===== src/rtl/fa_seq_ctrl_if.sv =====
// Bundle between the ALU op-issue logic, the nibble sequencer and the shared 4-bit adder slice.
// The slave modport is the sequencer's view; the master modport is the issuer/slice side.
interface fa_seq_ctrl_if #(
    parameter int NIBBLES = 4
);
    localparam int W = 4 * NIBBLES;

    logic         start;
    logic         op;
    logic [W-1:0] a;
    logic [W-1:0] b;
    logic         cin;
    logic         busy;
    logic         done;
    logic [W-1:0] result;
    logic         of;
    logic         cf;
    logic         zf;
    logic         sf;
    logic         pf;
    logic         fa_ctrl;
    logic [3:0]   fa_a;
    logic [3:0]   fa_b;
    logic         fa_c0;
    logic [3:0]   fa_s;
    logic         fa_cf;

    modport slave (
        input  start, op, a, b, cin, fa_s, fa_cf,
        output busy, done, result, of, cf, zf, sf, pf,
        output fa_ctrl, fa_a, fa_b, fa_c0
    );

    modport master (
        output start, op, a, b, cin, fa_s, fa_cf,
        input  busy, done, result, of, cf, zf, sf, pf,
        input  fa_ctrl, fa_a, fa_b, fa_c0
    );
endinterface


===== src/rtl/fa_seq_ctrl.sv =====
// Runs a W-bit add/subtract through one external 4-bit adder slice, one nibble per clock,
// LSB first, chaining the slice carry through a register; flags are produced at completion.
module fa_seq_ctrl #(
    parameter int NIBBLES = 4
) (
    input  logic         clk,
    input  logic         rst,
    fa_seq_ctrl_if.slave bus
);
    localparam int W  = 4 * NIBBLES;
    localparam int IW = (NIBBLES > 1) ? $clog2(NIBBLES) : 1;

    typedef enum logic [1:0] {
        S_IDLE,
        S_RUN,
        S_DONE
    } state_t;

    state_t                  state_q;
    logic [NIBBLES-1:0][3:0] a_q;
    logic [NIBBLES-1:0][3:0] b_q;
    logic [NIBBLES-1:0][3:0] shadow_q;
    logic [NIBBLES-1:0][3:0] shadow_d;
    logic [IW-1:0]           idx_q;
    logic [IW-1:0]           idx_d;
    logic                    carry_q;
    logic                    op_q;
    logic                    busy_q;
    logic                    done_q;
    logic [W-1:0]            result_q;
    logic                    of_q;
    logic                    cf_q;
    logic                    zf_q;
    logic                    sf_q;
    logic                    pf_q;
    logic [3:0]              fa_a_q;
    logic [3:0]              fa_b_q;
    logic                    fa_c0_q;

    logic [W-1:0]            b_in_eff;
    logic [W-1:0]            r_d;
    logic                    last_nibble;
    logic                    carry_in_eff;

    // Subtract is a + ~b + ~borrow_in, so the slice only ever adds.
    assign b_in_eff     = bus.op ? ~bus.b : bus.b;
    assign carry_in_eff = bus.op ? ~bus.cin : bus.cin;
    assign idx_d        = idx_q + 1'b1;
    assign last_nibble  = (idx_q == IW'(NIBBLES - 1));

    // Shadow including the nibble the slice is producing this cycle.
    always_comb begin
        shadow_d        = shadow_q;
        shadow_d[idx_q] = bus.fa_s;
    end

    assign r_d = shadow_d;

    always_ff @(posedge clk or posedge rst) begin
        if (rst) begin
            state_q  <= S_IDLE;
            a_q      <= '0;
            b_q      <= '0;
            shadow_q <= '0;
            idx_q    <= '0;
            carry_q  <= 1'b0;
            op_q     <= 1'b0;
            busy_q   <= 1'b0;
            done_q   <= 1'b0;
            result_q <= '0;
            of_q     <= 1'b0;
            cf_q     <= 1'b0;
            zf_q     <= 1'b0;
            sf_q     <= 1'b0;
            pf_q     <= 1'b0;
            fa_a_q   <= 4'h0;
            fa_b_q   <= 4'h0;
            fa_c0_q  <= 1'b0;
        end else begin
            case (state_q)
                S_IDLE: begin
                    if (bus.start) begin
                        a_q     <= bus.a;
                        b_q     <= b_in_eff;
                        op_q    <= bus.op;
                        carry_q <= carry_in_eff;
                        idx_q   <= '0;
                        busy_q  <= 1'b1;
                        fa_a_q  <= bus.a[3:0];
                        fa_b_q  <= b_in_eff[3:0];
                        fa_c0_q <= carry_in_eff;
                        state_q <= S_RUN;
                    end
                end

                S_RUN: begin
                    shadow_q <= shadow_d;
                    carry_q  <= bus.fa_cf;
                    if (last_nibble) begin
                        busy_q   <= 1'b0;
                        done_q   <= 1'b1;
                        result_q <= r_d;
                        cf_q     <= bus.fa_cf ^ op_q;
                        of_q     <= (a_q[NIBBLES-1][3] == b_q[NIBBLES-1][3]) &
                                    (r_d[W-1] != a_q[NIBBLES-1][3]);
                        zf_q     <= (r_d == '0);
                        sf_q     <= r_d[W-1];
                        pf_q     <= ~^r_d[7:0];
                        fa_a_q   <= 4'h0;
                        fa_b_q   <= 4'h0;
                        fa_c0_q  <= 1'b0;
                        state_q  <= S_DONE;
                    end else begin
                        // Present the next nibble so the slice sees it for the whole next cycle.
                        idx_q   <= idx_d;
                        fa_a_q  <= a_q[idx_d];
                        fa_b_q  <= b_q[idx_d];
                        fa_c0_q <= bus.fa_cf;
                    end
                end

                S_DONE: begin
                    done_q  <= 1'b0;
                    state_q <= S_IDLE;
                end

                default: begin
                    busy_q  <= 1'b0;
                    done_q  <= 1'b0;
                    state_q <= S_IDLE;
                end
            endcase
        end
    end

    assign bus.busy    = busy_q;
    assign bus.done    = done_q;
    assign bus.result  = result_q;
    assign bus.of      = of_q;
    assign bus.cf      = cf_q;
    assign bus.zf      = zf_q;
    assign bus.sf      = sf_q;
    assign bus.pf      = pf_q;
    assign bus.fa_ctrl = 1'b0;
    assign bus.fa_a    = fa_a_q;
    assign bus.fa_b    = fa_b_q;
    assign bus.fa_c0   = fa_c0_q;
endmodule


===== src/flat_wrapper.sv =====
// flat-port wrapper written by rule: the top's interface ports become plain ports
module fa_seq_ctrl_flat 
#(
    parameter int NIBBLES = 4
)
  (clk, rst, bus_start, bus_op, bus_a, bus_b, bus_cin, bus_fa_s, bus_fa_cf, bus_busy, bus_done, bus_result, bus_of, bus_cf, bus_zf, bus_sf, bus_pf, bus_fa_ctrl, bus_fa_a, bus_fa_b, bus_fa_c0);
  fa_seq_ctrl_if #(.NIBBLES(NIBBLES)) bus_i ();
  input  logic clk;
  input  logic rst;
  input wire logic [$bits(bus_i.start)-1:0] bus_start;
  input wire logic [$bits(bus_i.op)-1:0] bus_op;
  input wire logic [$bits(bus_i.a)-1:0] bus_a;
  input wire logic [$bits(bus_i.b)-1:0] bus_b;
  input wire logic [$bits(bus_i.cin)-1:0] bus_cin;
  input wire logic [$bits(bus_i.fa_s)-1:0] bus_fa_s;
  input wire logic [$bits(bus_i.fa_cf)-1:0] bus_fa_cf;
  output wire logic [$bits(bus_i.busy)-1:0] bus_busy;
  output wire logic [$bits(bus_i.done)-1:0] bus_done;
  output wire logic [$bits(bus_i.result)-1:0] bus_result;
  output wire logic [$bits(bus_i.of)-1:0] bus_of;
  output wire logic [$bits(bus_i.cf)-1:0] bus_cf;
  output wire logic [$bits(bus_i.zf)-1:0] bus_zf;
  output wire logic [$bits(bus_i.sf)-1:0] bus_sf;
  output wire logic [$bits(bus_i.pf)-1:0] bus_pf;
  output wire logic [$bits(bus_i.fa_ctrl)-1:0] bus_fa_ctrl;
  output wire logic [$bits(bus_i.fa_a)-1:0] bus_fa_a;
  output wire logic [$bits(bus_i.fa_b)-1:0] bus_fa_b;
  output wire logic [$bits(bus_i.fa_c0)-1:0] bus_fa_c0;
  assign bus_i.start = bus_start;
  assign bus_i.op = bus_op;
  assign bus_i.a = bus_a;
  assign bus_i.b = bus_b;
  assign bus_i.cin = bus_cin;
  assign bus_i.fa_s = bus_fa_s;
  assign bus_i.fa_cf = bus_fa_cf;
  assign bus_busy = bus_i.busy;
  assign bus_done = bus_i.done;
  assign bus_result = bus_i.result;
  assign bus_of = bus_i.of;
  assign bus_cf = bus_i.cf;
  assign bus_zf = bus_i.zf;
  assign bus_sf = bus_i.sf;
  assign bus_pf = bus_i.pf;
  assign bus_fa_ctrl = bus_i.fa_ctrl;
  assign bus_fa_a = bus_i.fa_a;
  assign bus_fa_b = bus_i.fa_b;
  assign bus_fa_c0 = bus_i.fa_c0;
  fa_seq_ctrl #(.NIBBLES(NIBBLES)) u_core (.clk(clk), .rst(rst), .bus(bus_i));
endmodule

===== config.mk =====
export PLATFORM = sky130hd
export DESIGN_NAME = fa_seq_ctrl_flat
export DESIGN_NICKNAME = d
export VERILOG_FILES = /design/src/rtl/fa_seq_ctrl_if.sv /design/src/rtl/fa_seq_ctrl.sv /design/src/flat_wrapper.sv
export SDC_FILE = /design/constraint.sdc
export NUM_CORES = 1
export LEC_CHECK = 0
export ABC_AREA = 1
export CORE_ASPECT_RATIO = 0.9
export CORE_MARGIN = 2
export CORE_UTILIZATION = 55
export CTS_CLUSTER_SIZE = 25
export DETAILED_ROUTE_END_ITERATION = 8
export PLACE_DENSITY = 0.84
export SLEW_MARGIN = 20
export SYNTH_ARGS = -nofsm -noshare
export SYNTH_HDL_FRONTEND = slang
export SYNTH_SLANG_ARGS = --single-unit

===== constraint.sdc =====
create_clock -name clk -period 5.2 [get_ports clk]
set_input_delay 1.3 -clock clk [delete_from_list [all_inputs] [get_ports clk]]
set_output_delay 1.3 -clock clk [all_outputs]
set_load 0.02 [all_outputs]

==> results of run 1 <==
how the worst max path moves through the flow:
stage | endpoint | start | cells after the start | slack [ps]
6_report | u_core.bus.fa_b[3] | u_core.idx_q[0] | 7 | 2180
5_1_grt | u_core.bus.pf | u_core.idx_q[0] | 9 | 1840
4_1_cts | u_core.bus.pf | u_core.idx_q[0] | 9 | 2180
3_5_place_dp | u_core.bus.fa_b[0] | bus_start | 7 | 1930
3_3_place_gp | u_core.bus.fa_b[0] | bus_start | 7 | 2030
2_1_floorplan | u_core.a_q[0] | rst | 1 | 1760
per-stage QoR:
stage	instance area [sq um]	std cells
floorplan	3941	482
global placement	4679	627
detailed placement	4679	627
CTS	4955	643
global route	4960	643
finish	4960	643
cell usage in the layout, fill, tap and decap left out, types with 2 or more instances in the layout:
cell type,n
a21boi_1,2
a21oi_1,10
a31oi_1,2
buf_4,2
bufinv_16,4
clkbuf_8,11
clkdlybuf4s50_1,73
clkinv_1,2
dfrtp_1,83
ha_1,9
inv_1,35
inv_2,6
nand2_1,182
nand3_1,35
nor2_1,16
o21a_1,2
o21ai_0,45
o21ai_1,5
xnor2_1,15
xor2_1,4
flip-flops by register name (all words and copies together), names as in the netlist, 2 cells and up:
signal / cells
u_core.bus.result: 15
u_core.a_q: 16
u_core.b_q: 16
u_core.bus.fa_b: 4
u_core.shadow_q: 15
u_core.idx_q: 2
u_core.bus.fa_a: 4
u_core.state_q: 2
final cells by class:
cell class	count	area [sq um]	share of cell area, %
inverters	44	166.4	3.355
flip-flops and latches	83	2077	41.88
clock buffers	12	155.1	3.128
multi-input cells	332	1579	31.84
well taps	93	116.4	2.346
repair buffers	75	745.7	15.04
clock inverters	4	120.1	2.422
power by group:
group,total (mW),switching (mW),internal (mW)
logic,1.57,0.951,0.624
clock network,0.625,0.231,0.394
registers,1.16,0.201,0.959
logic make-up after synthesis:
family | Yosys count | share of synthesized area, %
adder cells (fa/ha/maj) | 9 | 2.857
XOR/XNOR | 19 | 4.222
other | 1 | 0.09515
AND/OR/NAND/NOR | 236 | 23.87
buffers and inverters | 67 | 7.365
AO/OA/AOI/OAI | 67 | 8.889
flip-flops | 83 | 52.70
metal layers:
metal  wire, um  share of wire, %  global-route usage [%]
met3        475               5.3                   4.309
met2       4661                52                   42.05
met1       3646                41                   29.69
met4        124               1.4                   8.957
met5          0                 0                       0
worst register-to-register path: stages, from the launching register on:
cell,delay (ps)
dfrtp_1,830
inv_1,520
ha_1,660
clkinv_1,400
a21oi_1,210
o21ai_0,120
nand3_1,110
nand3_1,70
==> run_results.csv, run 1 <==
group,metric,value,unit
outcome,outcome,"completed",
global_route,grt_max_degree,53,
worst_setup_path,worstPathArrival,3270,ps
worst_setup_path,cp-start-kind,"flop",
yosys,syn_inst,482,
yosys,yosysTopAreaCell,"dfrtp_1",
finish,nets,596,
worst_setup_path,cp_slowest_stage_delay,830,ps
yosys,syn-num-nets,533,
placed_design,place_congestion,0.8839,
run,maxCapViolations,0,
floorplanning,start_util,56.28,%
sta,fin_crit_sh,58.07,%
yosys,ys.flop_type,"dfrtp_1",
worst_setup_path,slowest_stage,"dfrtp_1",
clocking,cts-root-buf,"clkbuf_8",
sta,worst_pin_slew,969.4,ps
hold_path,worstHoldPathCells,2,
placed_design,io_buffers,73,
clocking,clock_sinks,83,
hold_path,min_to,"u_core.bus.result[13]",
worst_setup_path,cp-end-kind,"flop",
sta,fin_crit,3019,ps
global_route,grt-ovfl-total,0,
floorplanning,die-area,7860,sq um
route,drc,0,
route,drtIter0Drc,164,
worst_setup_path,cp_common_cell,"nand3_1",
finish,fin_util,70.82,%
sta,fin_ws,2181,ps
floorplanning,coreArea,7003,sq um
finish,layout-drive-gt1-share,4.909,%
route,drt_wl_total,8907,um
yosys,synthTopCellsByCount,"nand2_1 (182), dfrtp_1 (83), o21ai_0 (45)",
clocking,clk_latency,350,ps
yosys,syn_area,3941,sq um
global_route,grt_pass1_vias,3397,
global_route,grt_util_all_layers,24.03,%
pwr,power_leakage,2.415,nW
sta,rsz0062_at_grt,"no",
worst_setup_path,cp.required,5450,ps
pwr,powerDensity,677.4,nW/um^2
worst_setup_path,r2r_slack,2180,ps
worst_setup_path,crit_fanout,23,
worst_setup_path,critPathBufInv,2,
global_route,grt_pass1_wl,15060,um
sta,slew_viol_final,0,
worst_setup_path,worstRegToRegCells,7,
finish,num-fill-cells,539,
clocking,path_clk_slew,90,ps
worst_setup_path,rr_endpoint,"u_core.bus.fa_b[3]",
route,drt-pass1-iter-count,7,
placed_design,dp_slack,1927,ps
hold_path,hold_class,"flop to flop",
floorplanning,die_width,93.23,um
floorplanning,rows,29,
clocking,post_cts_buffers,0,
sta,skew,7.746,ps
yosys,synth.distinct_cells,23,
clocking,cts_resized,0,
yosys,synth-async-reset-ratio,100.0,%
yosys,synth_edf_count,0,
clocking,clock_path_buffers,2,
hold_path,worstHoldStart,"u_core.bus.result[13]",
clocking,hold_buffers,0,
clocking,cts_tree,"yes",
pwr,vdd_drop_max,0.0002888,V
floorplanning,ios,75,
sta,max-slew-margin-rel,35.17,%
finish,syn_to_final_growth,25.84,%
worst_setup_path,crit_chain,"inv_1 > ha_1 > clkinv_1 > a21oi_1 > o21ai_0 > nand3_1 > nand3_1",
yosys,ys_seq_area_share,52.70,%
finish,diodes,0,
floorplanning,die_h,84.31,um
sta,final_hold_viol_count,0,
sta,finalSetupViolCount,0,
clocking,ctsHtreeMaxLevel,3,
yosys,avgSynthCellArea,8.177,sq um
sta,fmax,331.2,MHz
placed_design,hpwl,6098,um
global_route,antenna_found_initial,0,
worst_setup_path,critPathTopFamily,"buffers and inverters",
pwr,power,3.360,mW
route,ant_nets,0,
sta,tns,0,ps
worst_setup_path,crit_type,"flop to flop",
clocking,cts_buffers,9,
worst_setup_path,reg2reg_from,"u_core.idx_q[0]",
yosys,yosysMostFrequentCell,"nand2_1",
yosys,synthTopCellsByArea,"dfrtp_1 (53%), nand2_1 (17%), o21ai_0 (5.7%), nand3_1 (4.6%), inv_1 (3.4%)",
yosys,ys_seq_elements,83,
route,vias,3386,
route,viasPerCell,5.266,
yosys,synth_top_area_share,52.70,%
route,post_drt_wl_per_cell,13.85,um
yosys,synth_warnings,0,
sta,hold_slack,485.9,ps
No activity file was read; power rests on OpenSTA's default activity.
==> inputs of run 2 (changes only) <==
--- a/config.mk
+++ b/config.mk
@@ -8,10 +8,10 @@
 export ABC_AREA = 1
 export CORE_ASPECT_RATIO = 0.9
 export CORE_MARGIN = 2
-export CORE_UTILIZATION = 55
+export CORE_UTILIZATION = 47
 export CTS_CLUSTER_SIZE = 25
 export DETAILED_ROUTE_END_ITERATION = 8
-export PLACE_DENSITY = 0.84
+export PLACE_DENSITY = 0.76
 export SLEW_MARGIN = 20
 export SYNTH_ARGS = -nofsm -noshare
 export SYNTH_HDL_FRONTEND = slang
==> constraint.sdc (replaced) <==
create_clock -name clk -period 2.58 [get_ports clk]
set_input_delay 0.645 -clock clk [delete_from_list [all_inputs] [get_ports clk]]
set_output_delay 0.645 -clock clk [all_outputs]
set_load 0.02 [all_outputs]
==> run_results.csv, run 2 (synthesis gave the netlist of run 1 again) <==
group,metric,value,unit
outcome,outcome,"completed",
global_route,grt_max_degree,84,
floorplanning,die-area,9135,sq um
pwr,p_sw_share,42.43,%
route,drt-pass1-iter-count,4,
worst_setup_path,crit_type,"flop to flop",
worst_setup_path,critPathBufInv,2,
worst_setup_path,cp-end-kind,"flop",
placed_design,io_buffers,73,
global_route,grtUsageMet1,28.40,%
global_route,grt_pass1_vias,3275,
sta,fin_crit,2068,ps
clocking,hold_buffers,0,
route,vias,3339,
sta,fin_crit_sh,80.17,%
pwr,intPower,3.758,mW
finish,fin_util,60.94,%
sta,tns,0,ps
floorplanning,rows,31,
finish,nets,600,
sta,final_hold_viol_count,0,
floorplanning,die_h,90.88,um
pwr,p_clk_share,15.3,%
global_route,grt_use_met2,34.12,%
floorplanning,coreArea,8107,sq um
sta,finalSetupViolCount,0,
sta,rsz0062_at_grt,"no",
clocking,ctsHtreeMaxLevel,3,
worst_setup_path,cp_slowest_stage_delay,440,ps
clocking,cts-root-buf,"clkbuf_8",
worst_setup_path,cp-start-kind,"flop",
finish,largestRegisters,"u_core.a_q: 16 flops, u_core.b_q: 16 flops",
clocking,cts_resized,0,
floorplanning,start_util,48.62,%
global_route,grt-ovfl-total,0,
route,viasPerCell,5.113,
finish,syn_to_final_growth,25.33,%
worst_setup_path,crit_fanout,8,
finish,layout-drive-gt1-share,5.415,%
clocking,cts_tree,"yes",
route,drtIter0Drc,227,
pwr,pwr-share-comb,49.6,%
pwr,power_leakage,2.407,nW
floorplanning,ios,75,
global_route,grt_util_all_layers,20.88,%
worst_setup_path,worstPathArrival,2300,ps
placed_design,hpwl,6295,um
sta,worst_pin_slew,689.9,ps
worst_setup_path,slowest_stage,"dfrtp_1",
clocking,clock_path_buffers,2,
finish,mostFrequentLayoutCell,"nand2_1",
worst_setup_path,critPathTopFamily,"adder cells",
placed_design,place_congestion,0.8774,
clocking,path_clk_slew,80,ps
clocking,post_cts_buffers,0,
pwr,p_switching,2.770,mW
clocking,cts_buffers,9,
run,maxCapViolations,0,
hold_path,hold_class,"flop to flop",
clocking,clock_sinks,83,
route,post_drt_wl_per_cell,13.77,um
finish,diodes,0,
floorplanning,die_width,100.5,um
route,ant_nets,0,
route,drc,0,
sta,max-slew-margin-rel,53.89,%
worst_setup_path,cp.required,2810,ps
global_route,antenna_found_initial,0,
global_route,grt_pass1_wl,15350,um
sta,fmax,483.5,MHz
pwr,seqPwrFrac,35.1,%
finish,mostFrequentLayoutCells,"nand2_1 (182), dfrtp_1 (83), clkdlybuf4s50_1 (73), o21ai_0 (45), nand3_1 (36)",
sta,skew,8.915,ps
global_route,use_met3,5.108,%
clocking,clk_latency,350,ps
worst_setup_path,crit_chain,"inv_1 > ha_1 > nor2_1 > a21oi_1 > inv_1 > ha_1 > xor2_1 > nand2_1 > nand2_1 > o21ai_0",
pwr,vdd_drop_max,0.0005185,V
route,drt_wl_total,8990,um
sta,slew_viol_final,0,
global_route,gr-max-usage-layer,"met2",
pwr,powerDensity,1321,nW/um^2
run 2: cell count changes in the layout (fill, tap and decap cells not counted):
cell	delta
buf_4	+3
buf_12	+1
bufinv_16	-2
clkbuf_8	-2
nand3_1	+1
clkinvlp_4	+1
nand3_2	-1
clkinv_2	+3
run 2: per-stage QoR:
stage / cells / worst slack, ps / instance area (sq um) / power, mW / hold slack (ps)
CTS: 653 / 547.2 / 4940 / 6.569 / 488.9
floorplan: 482 / 452.3 / 3945 / 4.444 / 449.2
detailed placement: 637 / 262.9 / 4732 / 5.547 / 470.1
global route: 653 / 331.9 / 4940 / 7.117 / 500.4
finish: 653 / 511.7 / 4940 / 6.528 / 487.0
global placement: 637 / 314.0 / 4732 / 5.416 / 463.7
run 2: final cells by class:
cell class / instances / area, sq um
Timing Repair Buffer: 79 / 788.3
Multi-Input combinational cell: 332 / 1574
Clock inverter: 6 / 80.08
Sequential cell: 83 / 2077
Clock buffer: 10 / 127.6
Inverter: 44 / 168.9
Fill cell: 730 / 3167
Tap cell: 99 / 123.9
run 2: worst min-delay path: cells and delay by family, from the launching register on:
kind | cells | cell delay (ps)
and+or+nand+nor | 2 | 110
DFF | 1 | 350
run 2: power by group through the flow:
stage                     registers (mW)  clock network, mW  logic (mW)
after floorplan                     2.50                  0        1.94
after global placement              2.28                  0        3.14
after detailed placement            2.31                  0        3.24
after CTS                           2.29               1.02        3.26
after global routing                2.36               1.07        3.69
final                               2.29              0.997        3.24
run 2: worst paths after layout:
path	from	end	slack (ps)	depth (start not counted)
setup / recovery	u_core.idx_q[1]	u_core.bus.pf	510	10
hold / removal	u_core.shadow_q[13]	u_core.shadow_q[13]	490	2
setup reg to reg	u_core.idx_q[1]	u_core.bus.pf	510	10
hold reg to reg	u_core.shadow_q[13]	u_core.shadow_q[13]	490	2
max in group asynchronous	rst	u_core.bus.result[5]	1460	3
min in group asynchronous	rst	u_core.bus.result[12]	770	3
run 2: routing by layer:
metal,vias to the layer above,wire length [um],share of wire (%)
met3,6,654,7.3
met2,129,4325,48
met4,0,72,0.80
li1,1636,-,-
met1,1568,3938,44
met5,-,0,0
